<file path="config.mk">
export PLATFORM = sky130hd
export DESIGN_NAME = pe_output_writeback
export DESIGN_NICKNAME = d
export VERILOG_FILES = /design/src/rtl/pe_output_writeback.sv
export SDC_FILE = /design/constraint.sdc
export NUM_CORES = 1
export LEC_CHECK = 0
export CAP_MARGIN = 20
export CELL_PAD_IN_SITES_DETAIL_PLACEMENT = 1
export CELL_PAD_IN_SITES_GLOBAL_PLACEMENT = 1
export CORE_ASPECT_RATIO = 0.8
export CORE_MARGIN = 3
export CORE_UTILIZATION = 45
export DETAILED_ROUTE_END_ITERATION = 6
export DONT_BUFFER_PORTS = 1
export GPL_TIMING_DRIVEN = 0
export PLACE_DENSITY_LB_ADDON = 0.1
export SKIP_CTS_REPAIR_TIMING = 1
export SYNTH_ARGS = -nofsm -noshare
export SYNTH_HDL_FRONTEND = slang
export SYNTH_SLANG_ARGS = --single-unit
</file>
<file path="constraint.sdc">
create_clock -name clk -period 9.02 [get_ports clk]
set_input_delay 0.451 -clock clk [delete_from_list [all_inputs] [get_ports clk]]
set_output_delay 0.451 -clock clk [all_outputs]
set_load 0.01 [all_outputs]
</file>
<file path="src/rtl/pe_output_writeback.sv">
// pe_output_writeback: buffers PE output vectors, rebases addresses onto a GB window, writes them out, signals job done.
// Optional gb_stall_cnt port and counter enabled by PE_OUTPUT_WRITEBACK_STALL_STATS_EN.
module pe_output_writeback #(
    parameter int DEPTH     = 4,
    parameter int GB_ADDR_W = 16,
    parameter int DATA_W    = 128
) (
    input  logic                 clk,
    input  logic                 rst,
    input  logic                 cfg_start,
    input  logic [GB_ADDR_W-1:0] cfg_base,
    input  logic [7:0]           cfg_num,
    input  logic [DATA_W+7:0]    in_msg,
    input  logic                 in_val,
    output logic                 in_rdy,
    output logic [GB_ADDR_W-1:0] gb_wr_addr,
    output logic [DATA_W-1:0]    gb_wr_data,
    output logic                 gb_wr_val,
    input  logic                 gb_wr_rdy,
    output logic                 done_val,
    input  logic                 done_rdy,
    output logic                 busy
`ifdef PE_OUTPUT_WRITEBACK_STALL_STATS_EN
    ,
    output logic [15:0]          gb_stall_cnt
`endif
);
    localparam int AW = $clog2(DEPTH);

    typedef enum logic [1:0] {IDLE, RUN, DONE} state_t;

    state_t               state_q, state_d;
    logic [GB_ADDR_W-1:0] base_q, base_d;
    logic [8:0]           num_q, num_d, enq_cnt_q, enq_cnt_d, deq_cnt_q, deq_cnt_d;
    logic [AW-1:0]        wp_q, wp_d, rp_q, rp_d;
    logic [AW:0]          cnt_q, cnt_d;
    logic [DATA_W+7:0]    mem_q [DEPTH];
    logic [DATA_W+7:0]    mem_d [DEPTH];
    logic                 full, empty, enq, deq;

    always_comb begin
        full       = cnt_q == (AW+1)'(DEPTH);
        empty      = cnt_q == '0;
        in_rdy     = state_q == RUN && !full && enq_cnt_q < num_q;
        gb_wr_val  = state_q == RUN && !empty;
        // outputs are forced to zero whenever no write is offered so reset/idle values are deterministic
        gb_wr_addr = gb_wr_val ? base_q + GB_ADDR_W'(mem_q[rp_q][DATA_W+:8]) : '0;
        gb_wr_data = gb_wr_val ? mem_q[rp_q][DATA_W-1:0] : '0;
        done_val   = state_q == DONE;
        busy       = state_q != IDLE;
        enq        = in_val && in_rdy;
        deq        = gb_wr_val && gb_wr_rdy;
        mem_d      = mem_q;
        wp_d       = wp_q + AW'(enq);
        rp_d       = rp_q + AW'(deq);
        cnt_d      = cnt_q + (AW+1)'(enq) - (AW+1)'(deq);
        enq_cnt_d  = enq_cnt_q + 9'(enq);
        deq_cnt_d  = deq_cnt_q + 9'(deq);
        base_d     = base_q;
        num_d      = num_q;
        state_d    = state_q;
        if (enq)
            mem_d[wp_q] = in_msg;
        case (state_q)
            IDLE: if (cfg_start) begin
                base_d    = cfg_base;
                num_d     = cfg_num == 8'd0 ? 9'd256 : {1'b0, cfg_num};
                enq_cnt_d = '0;
                deq_cnt_d = '0;
                state_d   = RUN;
            end
            RUN:     state_d = deq && deq_cnt_d == num_q ? DONE : RUN;
            DONE:    state_d = done_rdy ? IDLE : DONE;
            default: state_d = IDLE;
        endcase
    end

    always_ff @(posedge clk or posedge rst) begin
        if (rst) begin
            state_q   <= IDLE;
            base_q    <= '0;
            num_q     <= '0;
            enq_cnt_q <= '0;
            deq_cnt_q <= '0;
            wp_q      <= '0;
            rp_q      <= '0;
            cnt_q     <= '0;
        end else begin
            state_q   <= state_d;
            base_q    <= base_d;
            num_q     <= num_d;
            enq_cnt_q <= enq_cnt_d;
            deq_cnt_q <= deq_cnt_d;
            wp_q      <= wp_d;
            rp_q      <= rp_d;
            cnt_q     <= cnt_d;
        end
    end

    // storage needs no reset: occupancy is cleared and outputs are gated on it
    always_ff @(posedge clk) begin
        mem_q <= mem_d;
    end

`ifdef PE_OUTPUT_WRITEBACK_STALL_STATS_EN
    logic [15:0] stall_q, stall_d;

    always_comb begin
        stall_d = state_q == IDLE && cfg_start ? 16'd0 :
                  gb_wr_val && !gb_wr_rdy && stall_q != 16'hFFFF ? stall_q + 16'd1 : stall_q;
    end

    always_ff @(posedge clk or posedge rst) begin
        if (rst)
            stall_q <= '0;
        else
            stall_q <= stall_d;
    end

    assign gb_stall_cnt = stall_q;
`endif
endmodule

</file>
==> metrics.cfg <==
[route]
wire_per_inst_um=24.8
drt-initial-drc-count=731
ant_nets=0
drtPass1Iterations=5
vias=11493
route.detailed.drc=0
routed_via_density=5.39
wl_mm=52.9

[worst_setup_path]
worstSetupEndpointType=output port
worstPathArrival_ns=4.23
r2r_setup_slack_ns=5.41
r2r-start=num_q[6]$_DFFE_PP0P_
crit_end=gb_wr_addr[12]
start_kind=flip-flop
crit_required_ns=8.57
worstSetupPathType=reg2out
r2r-end=mem_q[461]$_DFFE_PP_
worstSetupStartpoint=rp_q[0]$_DFF_PP0_
rr_worst_depth=10
crit_fanout=10

[cells_and_area]
nFillCells=4566
final_nets=1591
final_area_um2=28100
drive_above_1_share_pct=19.6
area_delta_synth_final_pct=19.6
fin_cells=2133
fin_util_pct=54.8

[timing]
rsz0062_at_grt=false
relSlewSlack_pct=47.1
drv_slew=0
timing.fmax_mhz=214
finalHoldViolations=0
setup_tns_ns=0
setup_viol=0
tightest_slew_ns=0.793
finalClockSkew_ns=0.0279
period_share_pct=51.9
period_needed_ns=4.68

[clock_network]
cts_buffers=59
cts_tree=built
clk_pin_slew_ns=0.06
cts_sinks=596
clk_latency_ns=0.61
htree_num_levels=2
clockRootBuffer=clkbuf_16
clockBufferDepth=3

[synth]
ys_seq_elements=596
synth.distinct_cells=48
ys.flop_type=edfxtp_1
yosysSeqAreaShare_pct=75.0
async_flop_share_pct=8.72
syn_nets=1355
synth-edff-count=544
synth_area_um2=23500
ys_warn_count=0
avgSynthCellArea_um2=20.2
netlist_instances=1163

[floorplan]
die_area_um2=55100
coreArea_um2=51400
die_h_um=211
start_util_pct=45.8
row_count=74
pin_count=314
die_w_um=262

[power_and_ir_drop]
leakage_uw=0.00939
irDropWorstVdd_mv=0.201
finalPower_uw=9610
power.density_nw_per_um2=341

[place]
dpl.cell_count=1860
gp_congestion=0.767
placed_area_um2=24700
port_buffers=0
dpl.hpwl_mm=34.3

[run]
drv_cap=0

[grt]
track_usage_pct=19.3
antenna_found_initial=10
grt_max_degree=52
grt_pass1_vias=12038
gr-total-overflow=0
grt_pass1_wl_mm=78.7

[worst_hold_path]
hp-start=done_rdy
hold_path.class=in2reg

[outcome]
status=finished clean

## state kept, by name (all words and copies together) (netlist names)
name and count:
base_q 16, cnt_q 3, deq_cnt_q 9, enq_cnt_q 9
mem_q 544, num_q 9, rp_q 2, state_q 2
wp_q 2
## per-layer routing
metal | wire, um | share of wire, % | global-route usage (%)
met1 | 22400 | 42 | 25.2
met2 | 25900 | 49 | 30.5
met3 | 3460 | 6.5 | 7.18
met4 | 1080 | 2.0 | 5.52
met5 | 59 | 0.11 | 0
## worst min path at each step
stage,slack (ns),depth (start not counted),end
after global placement,0.45,1,state_q[0]$_DFFE_PP0P_
final,0.03,2,state_q[1]$_DFFE_PP0P_
after detailed placement,0.36,1,base_q[10]$_DFFE_PP0P_
after global routing,0.005,2,state_q[1]$_DFFE_PP0P_
after CTS,-0.31,1,base_q[10]$_DFFE_PP0P_
after floorplan,0.43,1,state_q[0]$_DFFE_PP0P_
## through the flow
stage | hold WS (ns) | worst slack, ns
floorplan | 0.429 | 3.66
global placement | 0.451 | 0.463
detailed placement | 0.357 | 4.88
CTS | -0.310 | 4.21
global route | 0.00532 | 3.99
finish | 0.0345 | 4.34
## worst max-delay path, cell delays in order, from the launching register on
cell      delay (ns)
dfrtp_1         0.34
buf_2           0.36
buf_6           0.24
buf_4           0.27
mux4_2          0.53
ha_1            0.22
fa_1            0.42
a21oi_1         0.26
o211ai_1        0.18
o41a_1          0.41
nand3_1         0.12
xor2_1          0.17
nor2_1          0.10
## area by class of cell
type	count	area, um2	area share [%]
clock inverters	32	208	0.738
inverters	21	78.8	0.280
well taps	684	856	3.04
repair buffers	175	1940	6.90
flip-flops and latches	596	17600	62.7
diodes	2	5.00	0.0178
plain buffers	51	245	0.871
multi-input cells	495	5580	19.8
clock buffers	77	1600	5.67
## where the power goes
group          internal, uW  leakage, uW  switching (uW)  total [uW]
registers              3730      0.00562             199        3930
logic                  1370      0.00288            2000        3370
clock network          1300     0.000885            1010        2310
## Yosys cell counts, types with 5 or more instances
cell type | instances | area (um2)
inv_1 | 20 | 75.1
buf_2 | 16 | 80.1
a21o_1 | 5 | 37.5
nand2_1 | 13 | 48.8
edfxtp_1 | 544 | 16300
ha_1 | 24 | 300
dfrtp_1 | 52 | 1300
nand3_1 | 13 | 65.1
mux4_2 | 136 | 3060
a21oi_1 | 12 | 60.1
clkbuf_1 | 25 | 93.8
and2_1 | 133 | 832
xor2_1 | 15 | 131
nor2b_1 | 6 | 37.5
xnor2_1 | 21 | 184
or3_1 | 5 | 31.3
o21ai_0 | 18 | 90.1
nor2_1 | 36 | 135
mux2_2 | 16 | 180
## layout by cell type (no fill, tap or decap), drive strengths merged, types with 13 or more instances in the layout
| master | instances |
|---|---|
| dlygate4sd3 | 162 |
| xnor2 | 21 |
| buf | 39 |
| xor2 | 15 |
| mux4 | 136 |
| o21ai | 18 |
| ha | 24 |
| and2 | 133 |
| dfrtp | 52 |
| edfxtp | 544 |
| mux2 | 16 |
| nand3 | 15 |
| clkbuf | 102 |
| nand2 | 13 |
| nor2 | 39 |
| clkinv | 28 |
| inv | 22 |
## cell families (layout without fill, tap and decap cells)
family,count (synthesis),after routing,synth area share [%]
xor gates and xnor gates,36,36,1.34
muxes,153,153,13.8
buffers and inverters,72,356,1.38
and+or+nand+nor,233,233,5.74
DFF,596,596,75.0
AOI/OAI and AO/OA,47,47,1.30
other,0,2,0
adders and majority gates,26,26,1.45
Power figures use the tool's default switching activity.
